===== config.mk =====
export PLATFORM = sky130hd
export DESIGN_NAME = circuit
export DESIGN_NICKNAME = d
export VERILOG_FILES = /design/src/rtl/circuit.sv
export SDC_FILE = /design/constraint.sdc
export NUM_CORES = 1
export LEC_CHECK = 0
export CAP_MARGIN = 10
export CORE_ASPECT_RATIO = 0.6
export CORE_UTILIZATION = 41
export DETAILED_ROUTE_END_ITERATION = 6
export GPL_ROUTABILITY_DRIVEN = 0
export PLACE_DENSITY = 0.67
export SETUP_SLACK_MARGIN = 0.1
export SYNTH_ARGS = -nofsm -noshare
export SYNTH_HDL_FRONTEND = slang
export SYNTH_SLANG_ARGS = --single-unit

===== constraint.sdc =====
create_clock -name clk -period 5.5 [get_ports clk]
set_input_delay 1.375 -clock clk [delete_from_list [all_inputs] [get_ports clk]]
set_output_delay 1.375 -clock clk [all_outputs]
set_load 0.01 [all_outputs]

===== src/rtl/circuit.sv =====
// Enable-gated signed accumulator with saturating two's-complement arithmetic.
// y is driven straight from the accumulator register.
module circuit #(
  parameter int DATA_W = 32
) (
  input  logic              clk,
  input  logic              rst,
  input  logic              en,
  input  logic [DATA_W-1:0] x,
  output logic [DATA_W-1:0] y
);

  localparam logic [DATA_W-1:0] SAT_MAX = {1'b0, {(DATA_W-1){1'b1}}};
  localparam logic [DATA_W-1:0] SAT_MIN = {1'b1, {(DATA_W-1){1'b0}}};

  logic [DATA_W-1:0] r_acc;
  logic [DATA_W:0]   w_sum;
  logic              w_ovf_pos;
  logic              w_ovf_neg;
  logic [DATA_W-1:0] w_next;

  always_comb begin
    w_sum = {r_acc[DATA_W-1], r_acc} + {x[DATA_W-1], x};
    // Overflow only when both operands share a sign the truncated sum lacks.
    w_ovf_pos = ~r_acc[DATA_W-1] & ~x[DATA_W-1] &  w_sum[DATA_W-1];
    w_ovf_neg =  r_acc[DATA_W-1] &  x[DATA_W-1] & ~w_sum[DATA_W-1];
    if (w_ovf_pos)
      w_next = SAT_MAX;
    else if (w_ovf_neg)
      w_next = SAT_MIN;
    else
      w_next = w_sum[DATA_W-1:0];
  end

  always_ff @(posedge clk) begin
    if (rst)
      r_acc <= '0;
    else if (en)
      r_acc <= w_next;
  end

  assign y = r_acc;

endmodule


==> results.py, run 1 <==
metrics = {
    "setup_path": {
        "cp_data_required_time_ps": 5710,
        "crit_path_end_kind": "register",
        "slowest_delay_ps": 540,
        "ff2ff_path_depth": 12,
        "cpMostUsedCell": "a21oi_1",
        "crit_chain": "clkdlybuf4s50_1 > ha_1 > inv_1 > fa_1 > nand2b_1 > a21oi_1 > a21oi_1 > o31ai_2 > a221o_1 > a21oi_1 > o211ai_1 > a21oi_2 > nor3_2",
        "r2r_start": "y[0]$_SDFFE_PP0P_",
        "cp.arrival_ps": 4630,
        "reg2reg_to": "y[30]$_SDFFE_PP0P_",
        "endpoint": "y[30]$_SDFFE_PP0P_",
        "crit_fanout": 5,
        "r2r_setup_slack_ps": 2240,
        "cp-start-kind": "primary input",
        "cp-startpoint": "x[0]",
        "path_class": "primary input to register",
        "slowest_stage": "o31ai_2",
    },
    "logic_synthesis": {
        "yosysTopAreaCell": "dfxtp_1",
        "synthCells": 383,
        "yosysTopAreaCellShare": 0.211,
        "yosysMostFrequentCell": "nor2_1",
        "synthTopCellsByArea": "dfxtp_1 (21%), ha_1 (14%), nor2_1 (7.4%), a21oi_1 (6.3%), xnor2_1 (4.9%)",
        "ys.flop_type": "dfxtp_1",
        "async_flop_share": 0,
        "syn-num-nets": 452,
        "synth_cell_types": 64,
        "syn_area_per_cell_um2": 7.94,
        "ys_ff_latch": 32,
        "ys_warn_count": 0,
        "synthesis.area_um2": 3040,
        "synth_seq_area_share": 0.211,
        "synth_edf_count": 0,
        "ys_top_cells_by_count": "nor2_1 (60), a21oi_1 (38), ha_1 (33), dfxtp_1 (32), nor3_1 (22)",
    },
    "final_layout": {
        "fin_nets": 513,
        "multi_input_comb_area_um2": 2250,
        "register_area_um2": 641,
        "drive_above_1_share": 0.101,
        "fillCellCount": 681,
        "largest_register_ff_count": 32,
        "fin_cells": 532,
        "diodes": 0,
        "area_delta_synth_final_pct": 27.9,
    },
    "detailed_routing": {
        "first_pass_iters": 4,
        "routed_via_density": 5.61,
        "drc_errors": 0,
        "avgRoutedWirePerCell_um": 14.7,
        "drt_wl_total_mm": 7.82,
        "drt_iter0_drc": 152,
        "ant_nets": 0,
        "num_vias": 2984,
    },
    "die": {
        "pin_count": 67,
        "fp.dieH_um": 68.7,
        "core_area_um2": 6910,
        "row_count": 23,
        "die_x_um": 113,
        "start_util": 0.440,
        "die-area_um2": 7780,
    },
    "clock_network": {
        "cts_setup_buffers": 0,
        "cts_buffers": 5,
        "cts_tree": "done",
        "cts_root_buf": "clkbuf_16",
        "insertion_delay_ps": 280,
        "hold_buffers": 0,
        "cts_resized": 0,
        "h-tree-depth": 2,
        "clk_pin_slew_worst_paths_ps": 50,
        "clk_path_buf_depth": 2,
        "cts_sinks": 32,
    },
    "global_routing": {
        "grt_usage": 0.211,
        "antenna_found_initial": 0,
        "grt_overflow": 0,
        "grt_pass1_vias": 2654,
        "grt_start_max_net_pins": 34,
        "grt_pass1_wl_mm": 12.8,
    },
    "run": {
        "maxCapViolCount": 0,
    },
    "power_and_ir_drop": {
        "p_per_area_nw_per_um2": 291,
        "ir_worst_vdd_v": 0.000130,
        "p_leak_nw": 1.56,
    },
    "place": {
        "io_buffers": 66,
        "dp_slack_ps": 811,
        "dp.cells": 524,
        "place_hpwl_mm": 5.91,
    },
    "timing": {
        "setup-tns-final_ps": 0,
        "period_share": 0.804,
        "grt_setup_unrepaired": "no",
        "slew_headroom": 0.417,
        "tightest_slew_ps": 871,
        "finalHoldViolCount": 0,
        "max_freq_mhz": 226,
        "setup-violations-final": 0,
        "maxSlewViolCount": 0,
        "layout_setup_ws_ps": 1080,
        "skew_ps": 2.94,
        "period_minus_slack_ps": 4420,
    },
    "worst_hold_path": {
        "hold_class": "register to register",
    },
    "outcome": {
        "status": "finished, final reports clean",
    },
}
[critical path, delay by kind of cell]
family          cells  cell delay, ps
compound gates      7            1770
fa+ha+maj           2             570
buf+inv             2             550
simple gates        2             350
[worst min-delay path by stage]
stage | from | to | depth (start not counted)
6_report | y[13]$_SDFFE_PP0P_ | y[13]$_SDFFE_PP0P_ | 2
5_1_grt | y[10]$_SDFFE_PP0P_ | y[10]$_SDFFE_PP0P_ | 2
4_1_cts | y[10]$_SDFFE_PP0P_ | y[10]$_SDFFE_PP0P_ | 2
3_5_place_dp | y[11]$_SDFFE_PP0P_ | y[11]$_SDFFE_PP0P_ | 2
3_3_place_gp | y[6]$_SDFFE_PP0P_ | y[6]$_SDFFE_PP0P_ | 2
2_1_floorplan | y[0]$_SDFFE_PP0P_ | y[0]$_SDFFE_PP0P_ | 2
[area by class of cell]
type	instances	share of cell area
clock buffer	6	0.0357
clock inverter	2	0.00257
inverter	13	0.0125
multi-input combinational	322	0.579
sequential	32	0.165
tap	87	0.0280
timing repair buffer	70	0.177
[stage by stage]
step / hold WS, ps / instance area, µm² / utilization / power (W)
after floorplan: 510 / 3040 / - / 0.000696
after global placement: 485 / 3740 / 0.542 / 0.000846
after detailed placement: 485 / 3740 / 0.542 / 0.000851
after CTS: 498 / 3890 / 0.563 / 0.00114
after global routing: 512 / 3890 / 0.563 / 0.00121
final: 497 / 3890 / 0.563 / 0.00113
[power breakdown]
| part | switching [W] | leakage [nW] | internal, W | total, W |
|---|---|---|---|---|
| registers | 0.0000275 | 0.266 | 0.000264 | 0.000292 |
| clock network | 0.000104 | 0.0766 | 0.000178 | 0.000283 |
| logic | 0.000292 | 1.22 | 0.000267 | 0.000559 |
| total | 0.000424 | 1.56 | 0.000710 | 0.00113 |
[metal layers]
metal | vias to the layer above | track usage | wire, µm
met5 | - | 0 | 0
met4 | 0 | 0.0592 | 72
met3 | 7 | 0.0358 | 442
met2 | 81 | 0.323 | 3130
met1 | 1364 | 0.306 | 4180
li1 | 1532 | - | -
[cells by family (layout without fill, tap and decap cells)]
family,after synthesis,in the layout,synth area share
AOI/OAI and AO/OA,124,124,0.289
xor gates and xnor gates,22,22,0.0633
adders and majority gates,34,34,0.142
buffers and inverters,29,91,0.0485
DFF,32,32,0.211
muxes,1,1,0.00370
and+or+nand+nor,141,141,0.242
[cells in the final DEF, fill, tap and decap left out, drive strengths merged, types with 3 or more instances in the layout]
cell and count:
a31oi 5, dfxtp 32, ha 33, clkbuf 6
a311oi 4, xnor2 17, or2 3, buf 4
nand2b 7, a21oi 49, o31ai 4, and2 3
clkdlybuf4s50 66, o211ai 4, nand4 3, xor2 5
a211oi 9, nor2 60, o21ai 17, nor3 32
inv 13, a21o 7, nand2 13, nand3 6
o21a 7
Power figures use the tool's default switching activity.
==> run 2, diff against run 1 <==
PLACE_DENSITY = 0.7   (was 0.67)
clock period = 3.6 ns   (was 5.5 ns; I/O delays follow)
==> run 2 against run 1 <==
  * Register-to-register slack worse by 1600 ps
  * Hold slack better by 4.3 ps
  * Combinational power up 110%
  * Clock power up 88%
  * Sequential share of layout area down 3.4 points
==> results.py, run 2 (same netlist as run 1, synthesis figures left out) <==
metrics = {
    "outcome": {
        "status": "finished, final reports clean",
    },
    "final_layout": {
        "multi_input_comb_area_um2": 2550,
        "largest_register_ff_count": 32,
        "final_area_um2": 4910,
        "area_delta_synth_final_pct": 61.6,
        "fin_nets": 585,
        "diodes": 0,
        "fillCellCount": 535,
        "layout_common_cells": "buf_4 (65), nor2_1 (60), clkdlybuf4s50_1 (46), a21oi_1 (32), dfxtp_1 (32)",
        "register_area_um2": 641,
        "drive_above_1_share": 0.304,
        "final_common_cell": "buf_4",
    },
    "global_routing": {
        "met1_usage": 0.326,
        "grt_pass1_vias": 3176,
        "grt_overflow": 0,
        "met2_usage": 0.412,
        "grt_usage": 0.243,
        "top_usage_layer": "met2",
        "gr-usage-met3": 0.0385,
        "antenna_found_initial": 0,
        "grt_pass1_wl_mm": 14.8,
        "grt_start_max_net_pins": 36,
    },
    "place": {
        "io_buffers": 66,
        "place_hpwl_mm": 6.71,
        "placed_area_um2": 4200,
    },
    "detailed_routing": {
        "first_pass_iters": 5,
        "drc_errors": 0,
        "routed_via_density": 5.67,
        "num_vias": 3423,
        "drt_wl_total_mm": 9.86,
        "ant_nets": 0,
        "avgRoutedWirePerCell_um": 16.3,
        "drt_iter0_drc": 157,
    },
    "setup_path": {
        "cp.arrival_ps": 3560,
        "path_class": "primary input to register",
        "crit_fanout": 6,
        "cp_data_required_time_ps": 3800,
        "slowest_delay_ps": 420,
        "crit_chain": "clkdlybuf4s50_1 > ha_1 > a21oi_2 > o21ai_2 > or2_4 > o211a_1 > o2111a_2 > nor4_4 > nand2b_4 > buf_12 > buf_16 > a21oi_1 > nor3_1",
        "cp-start-kind": "primary input",
        "crit_path_end_kind": "register",
        "slowest_stage": "clkdlybuf4s50_1",
    },
    "power_and_ir_drop": {
        "swShare": 0.356,
        "netSwitchingPower_w": 0.000765,
        "pwr-share-seq": 0.214,
        "combPwrFrac": 0.538,
        "pwr-share-clk": 0.248,
        "total_power_w": 0.00215,
        "ir_worst_vdd_v": 0.000228,
        "p_int_w": 0.00139,
        "p_leak_nw": 2.14,
        "p_per_area_nw_per_um2": 438,
    },
    "clock_network": {
        "cts_buffers": 5,
        "cts_sinks": 32,
        "clk_pin_slew_worst_paths_ps": 60,
        "h-tree-depth": 2,
        "cts_tree": "done",
        "clk_path_buf_depth": 2,
        "insertion_delay_ps": 280,
        "cts_root_buf": "clkbuf_16",
        "hold_buffers": 0,
    },
    "die": {
        "start_util": 0.440,
        "row_count": 23,
        "die_x_um": 113,
        "fp.dieH_um": 68.7,
        "pin_count": 67,
        "core_area_um2": 6910,
        "die-area_um2": 7780,
    },
    "timing": {
        "maxSlewViolCount": 0,
        "grt_setup_unrepaired": "no",
        "whs_ps": 501,
        "finalHoldViolCount": 0,
        "slew_headroom": 0.584,
        "period_share": 0.933,
        "tightest_slew_ps": 621,
        "setup-violations-final": 0,
        "period_minus_slack_ps": 3360,
        "max_freq_mhz": 298,
        "skew_ps": 7.17,
    },
    "worst_hold_path": {
        "hold_class": "register to register",
    },
    "run": {
        "maxCapViolCount": 0,
    },
}
-- run 2: changes by cell type in the layout (fill, tap and decap cells not counted), moves of 4 or more --
cell | before | now
ha_2 | 0 | 6
a21oi_1 | 38 | 32
buf_12 | 0 | 5
buf_6 | 0 | 4
dlymetal6s2s_1 | 0 | 18
ha_4 | 0 | 16
buf_4 | 4 | 65
clkdlybuf4s50_1 | 66 | 46
a21oi_2 | 11 | 16
ha_1 | 33 | 11
-- run 2: worst paths after layout --
path              cells past startpoint               start  slack, ps            endpoint
setup reg to reg                     13  y[22]$_SDFFE_PP0P_        660   y[9]$_SDFFE_PP0P_
hold / removal                        2  y[17]$_SDFFE_PP0P_        500  y[17]$_SDFFE_PP0P_
hold reg to reg                       2  y[17]$_SDFFE_PP0P_        500  y[17]$_SDFFE_PP0P_
setup / recovery                     13                x[7]        240   y[9]$_SDFFE_PP0P_
-- run 2: cell type report --
type	count	area share
inverters	13	0.00993
clock inverters	1	0.00611
clock buffers	7	0.0311
multi-input cells	322	0.519
repair buffers	142	0.282
well taps	87	0.0221
flip-flops and latches	32	0.130
-- run 2: layer usage --
layer  vias to the layer above  routed length (µm)  share of wire
met3                        15                 519          0.053
met1                      1610                4650           0.47
met4                         0                 108          0.011
met5                         -                   0              0
met2                       116                4580           0.46
li1                       1682                   -              -
-- run 2: per-stage QoR --
step | instances | TNS, ps | utilization | setup WS (ps)
4_1_cts | 598 | 0 | 0.663 | 101
3_3_place_gp | 578 | -2540 | 0.608 | -131
3_5_place_dp | 578 | -5300 | 0.608 | -217
2_1_floorplan | 383 | 0 | - | 256
5_1_grt | 604 | 0 | 0.712 | 94.3
6_report | 604 | 0 | 0.712 | 242
-- run 2: timing repair --
action                     in CTS  in global routing
hold endpoints to repair        0                  0
setup endpoints to repair      17                 32
cloned                          2                  0
gates resized for setup        18                 58
pin swaps                      18                 25
buffers inserted               10                  6
-- run 2: worst max-delay path: cells and delay by family --
family                   cells  cell delay, ps
AO/OA/AOI/OAI                5             820
adder cells (fa/ha/maj)      1             250
buffers and inverters        3             640
AND/OR/NAND/NOR              4             930
-- run 2: power by group through the flow --
| stage | Clock, W | Combinational (W) | Sequential (W) |
|---|---|---|---|
| after floorplan | 0 | 0.000594 | 0.000469 |
| after global placement | 0 | 0.000967 | 0.000451 |
| after detailed placement | 0 | 0.000987 | 0.000453 |
| after CTS | 0.000536 | 0.00106 | 0.000448 |
| after global routing | 0.000553 | 0.00125 | 0.000467 |
| final | 0.000533 | 0.00116 | 0.000461 |
==> run 3, diff against run 2 <==
CORE_UTILIZATION = 40   (was 41)
CTS_CLUSTER_DIAMETER = 30   (was not set)
PLACE_DENSITY = 0.68   (was 0.7)
==> run 3 against run 2 <==
  * Global-route usage down 1.3 points
  * Setup slack worse by 50 ps
  * Total power down 2.7%
  * Cell count up 2.0%
  * Register-to-register slack better by 100 ps
  * Hold slack about the same
  * Die area up 2.4%
  * Utilization down 5.1 points
  * Combinational power about the same
  * Sequential cell count unchanged
==> results.py, run 3 (same netlist as run 1, synthesis figures left out) <==
metrics = {
    "power_and_ir_drop": {
        "p_leak_nw": 2.05,
        "p_per_area_nw_per_um2": 434,
        "netSwitchingPower_w": 0.000764,
        "p_int_w": 0.00133,
        "ir_worst_vdd_v": 0.000247,
        "swShare": 0.365,
        "combPwrFrac": 0.544,
        "pwr-share-clk": 0.239,
        "pwr-share-seq": 0.218,
    },
    "detailed_routing": {
        "drt_wl_total_mm": 9.43,
        "num_vias": 3341,
        "ant_nets": 0,
        "routed_via_density": 5.42,
        "drt_iter0_drc": 188,
        "first_pass_iters": 4,
        "drc_errors": 0,
        "avgRoutedWirePerCell_um": 15.3,
    },
    "global_routing": {
        "met2_usage": 0.356,
        "grt_pass1_wl_mm": 14.6,
        "grt_usage": 0.230,
        "top_usage_layer": "met2",
        "gr-usage-met3": 0.0524,
        "grt_overflow": 0,
        "antenna_found_initial": 0,
        "grt_pass1_vias": 3121,
        "met1_usage": 0.322,
        "grt_start_max_net_pins": 21,
    },
    "timing": {
        "maxSlewViolCount": 0,
        "slew_headroom": 0.600,
        "max_freq_mhz": 293,
        "setup-violations-final": 0,
        "whs_ps": 501,
        "grt_setup_unrepaired": "yes",
        "period_share": 0.947,
        "skew_ps": 6.89,
        "tightest_slew_ps": 598,
        "period_minus_slack_ps": 3410,
        "finalHoldViolCount": 0,
    },
    "setup_path": {
        "crit_fanout": 5,
        "path_class": "primary input to register",
        "cp-start-kind": "primary input",
        "cp.arrival_ps": 3620,
        "crit_path_end_kind": "register",
        "cp_data_required_time_ps": 3810,
    },
    "clock_network": {
        "insertion_delay_ps": 290,
        "cts_sinks": 32,
        "cts_tree": "done",
        "h-tree-depth": 2,
        "cts_root_buf": "clkbuf_16",
        "clk_pin_slew_worst_paths_ps": 60,
        "hold_buffers": 0,
        "cts_buffers": 5,
        "clk_path_buf_depth": 2,
    },
    "final_layout": {
        "diodes": 0,
        "multi_input_comb_area_um2": 2530,
        "layout_common_cells": "buf_4 (64), nor2_1 (60), clkdlybuf4s50_1 (56), dfxtp_1 (32), a21oi_1 (27)",
        "fillCellCount": 591,
        "fin_cells": 616,
        "largest_register_ff_count": 32,
        "drive_above_1_share": 0.295,
        "register_area_um2": 641,
        "final_common_cell": "buf_4",
        "fin_nets": 580,
        "area_delta_synth_final_pct": 58.5,
    },
    "die": {
        "start_util": 0.417,
        "fp.dieH_um": 69.5,
        "core_area_um2": 7300,
        "die-area_um2": 7970,
        "pin_count": 67,
        "die_x_um": 115,
        "row_count": 24,
    },
    "outcome": {
        "status": "finished, final reports clean",
    },
    "worst_hold_path": {
        "hold_class": "register to register",
    },
    "place": {
        "io_buffers": 66,
        "dp.cells": 598,
        "place_hpwl_mm": 6.70,
    },
    "run": {
        "maxCapViolCount": 0,
    },
}
run 3: cell count changes in the layout (fill, tap and decap cells not counted), moves of 3 or more:
cell	before	now
clkdlybuf4s50_1	46	56
ha_1	11	20
dlymetal6s2s_1	18	10
ha_4	16	10
a21oi_1	32	27
a21oi_2	16	20
buf_6	4	1
ha_2	6	3
run 3: layout make-up:
| class | instances | area share |
|---|---|---|
| Tap cell | 104 | 0.0270 |
| Inverter | 13 | 0.0101 |
| Clock inverter | 2 | 0.00727 |
| Sequential cell | 32 | 0.133 |
| Clock buffer | 6 | 0.0267 |
| Timing Repair Buffer | 137 | 0.271 |
| Multi-Input combinational cell | 322 | 0.525 |
run 3: critical path: stages:
cell	delay [ps]
clkdlybuf4s50_1	530
ha_4	230
o21a_1	190
o21ai_2	170
a211oi_4	60
o211a_1	230
o2111a_2	320
nor4_4	320
nand2b_4	280
clkbuf_16	190
a21oi_1	40
nor3_1	150
run 3: path summary, 6_finish.rpt:
kind                                    startpoint                end  slack, ps  depth (start not counted)
worst max-delay path                          x[5]  y[8]$_SDFFE_PP0P_        190                         12
worst min-delay path             y[7]$_SDFFE_PP0P_  y[7]$_SDFFE_PP0P_        500                          2
worst max register to register  y[22]$_SDFFE_PP0P_  y[8]$_SDFFE_PP0P_        760                         11
worst min register to register   y[7]$_SDFFE_PP0P_  y[7]$_SDFFE_PP0P_        500                          2
run 3: power by group through the flow:
stage	clock, W	combinational, W	sequential (W)
floorplan	0	0.000594	0.000469
global placement	0	0.000974	0.000453
detailed placement	0	0.000986	0.000454
CTS	0.000504	0.00100	0.000448
global route	0.000524	0.00124	0.000463
finish	0.000499	0.00114	0.000455
run 3: metrics by stage:
stage               total power [W]  worst slack (ps)   util  setup TNS, ps  area (µm²)
global placement            0.00143              -195  0.581          -2410        4240
global route                0.00222              73.9  0.660              0        4820
finish                      0.00209               192  0.660              0        4820
CTS                         0.00195               105  0.606              0        4420
detailed placement          0.00144              -227  0.581          -3900        4240
floorplan                   0.00106               256      -              0        3040
run 3: per-layer routing:
metal	wire length, µm	up-vias
li1	-	1671
met1	4580	1565
met2	4240	97
met3	536	8
met4	68	0
met5	0	-
run 3: timing repair:
action / in CTS / in global routing
cloned: 0 / 2
pin swaps: 4 / 35
setup endpoints to repair: 4 / 32
resized for setup: 4 / 60
buffers inserted: 0 / 8
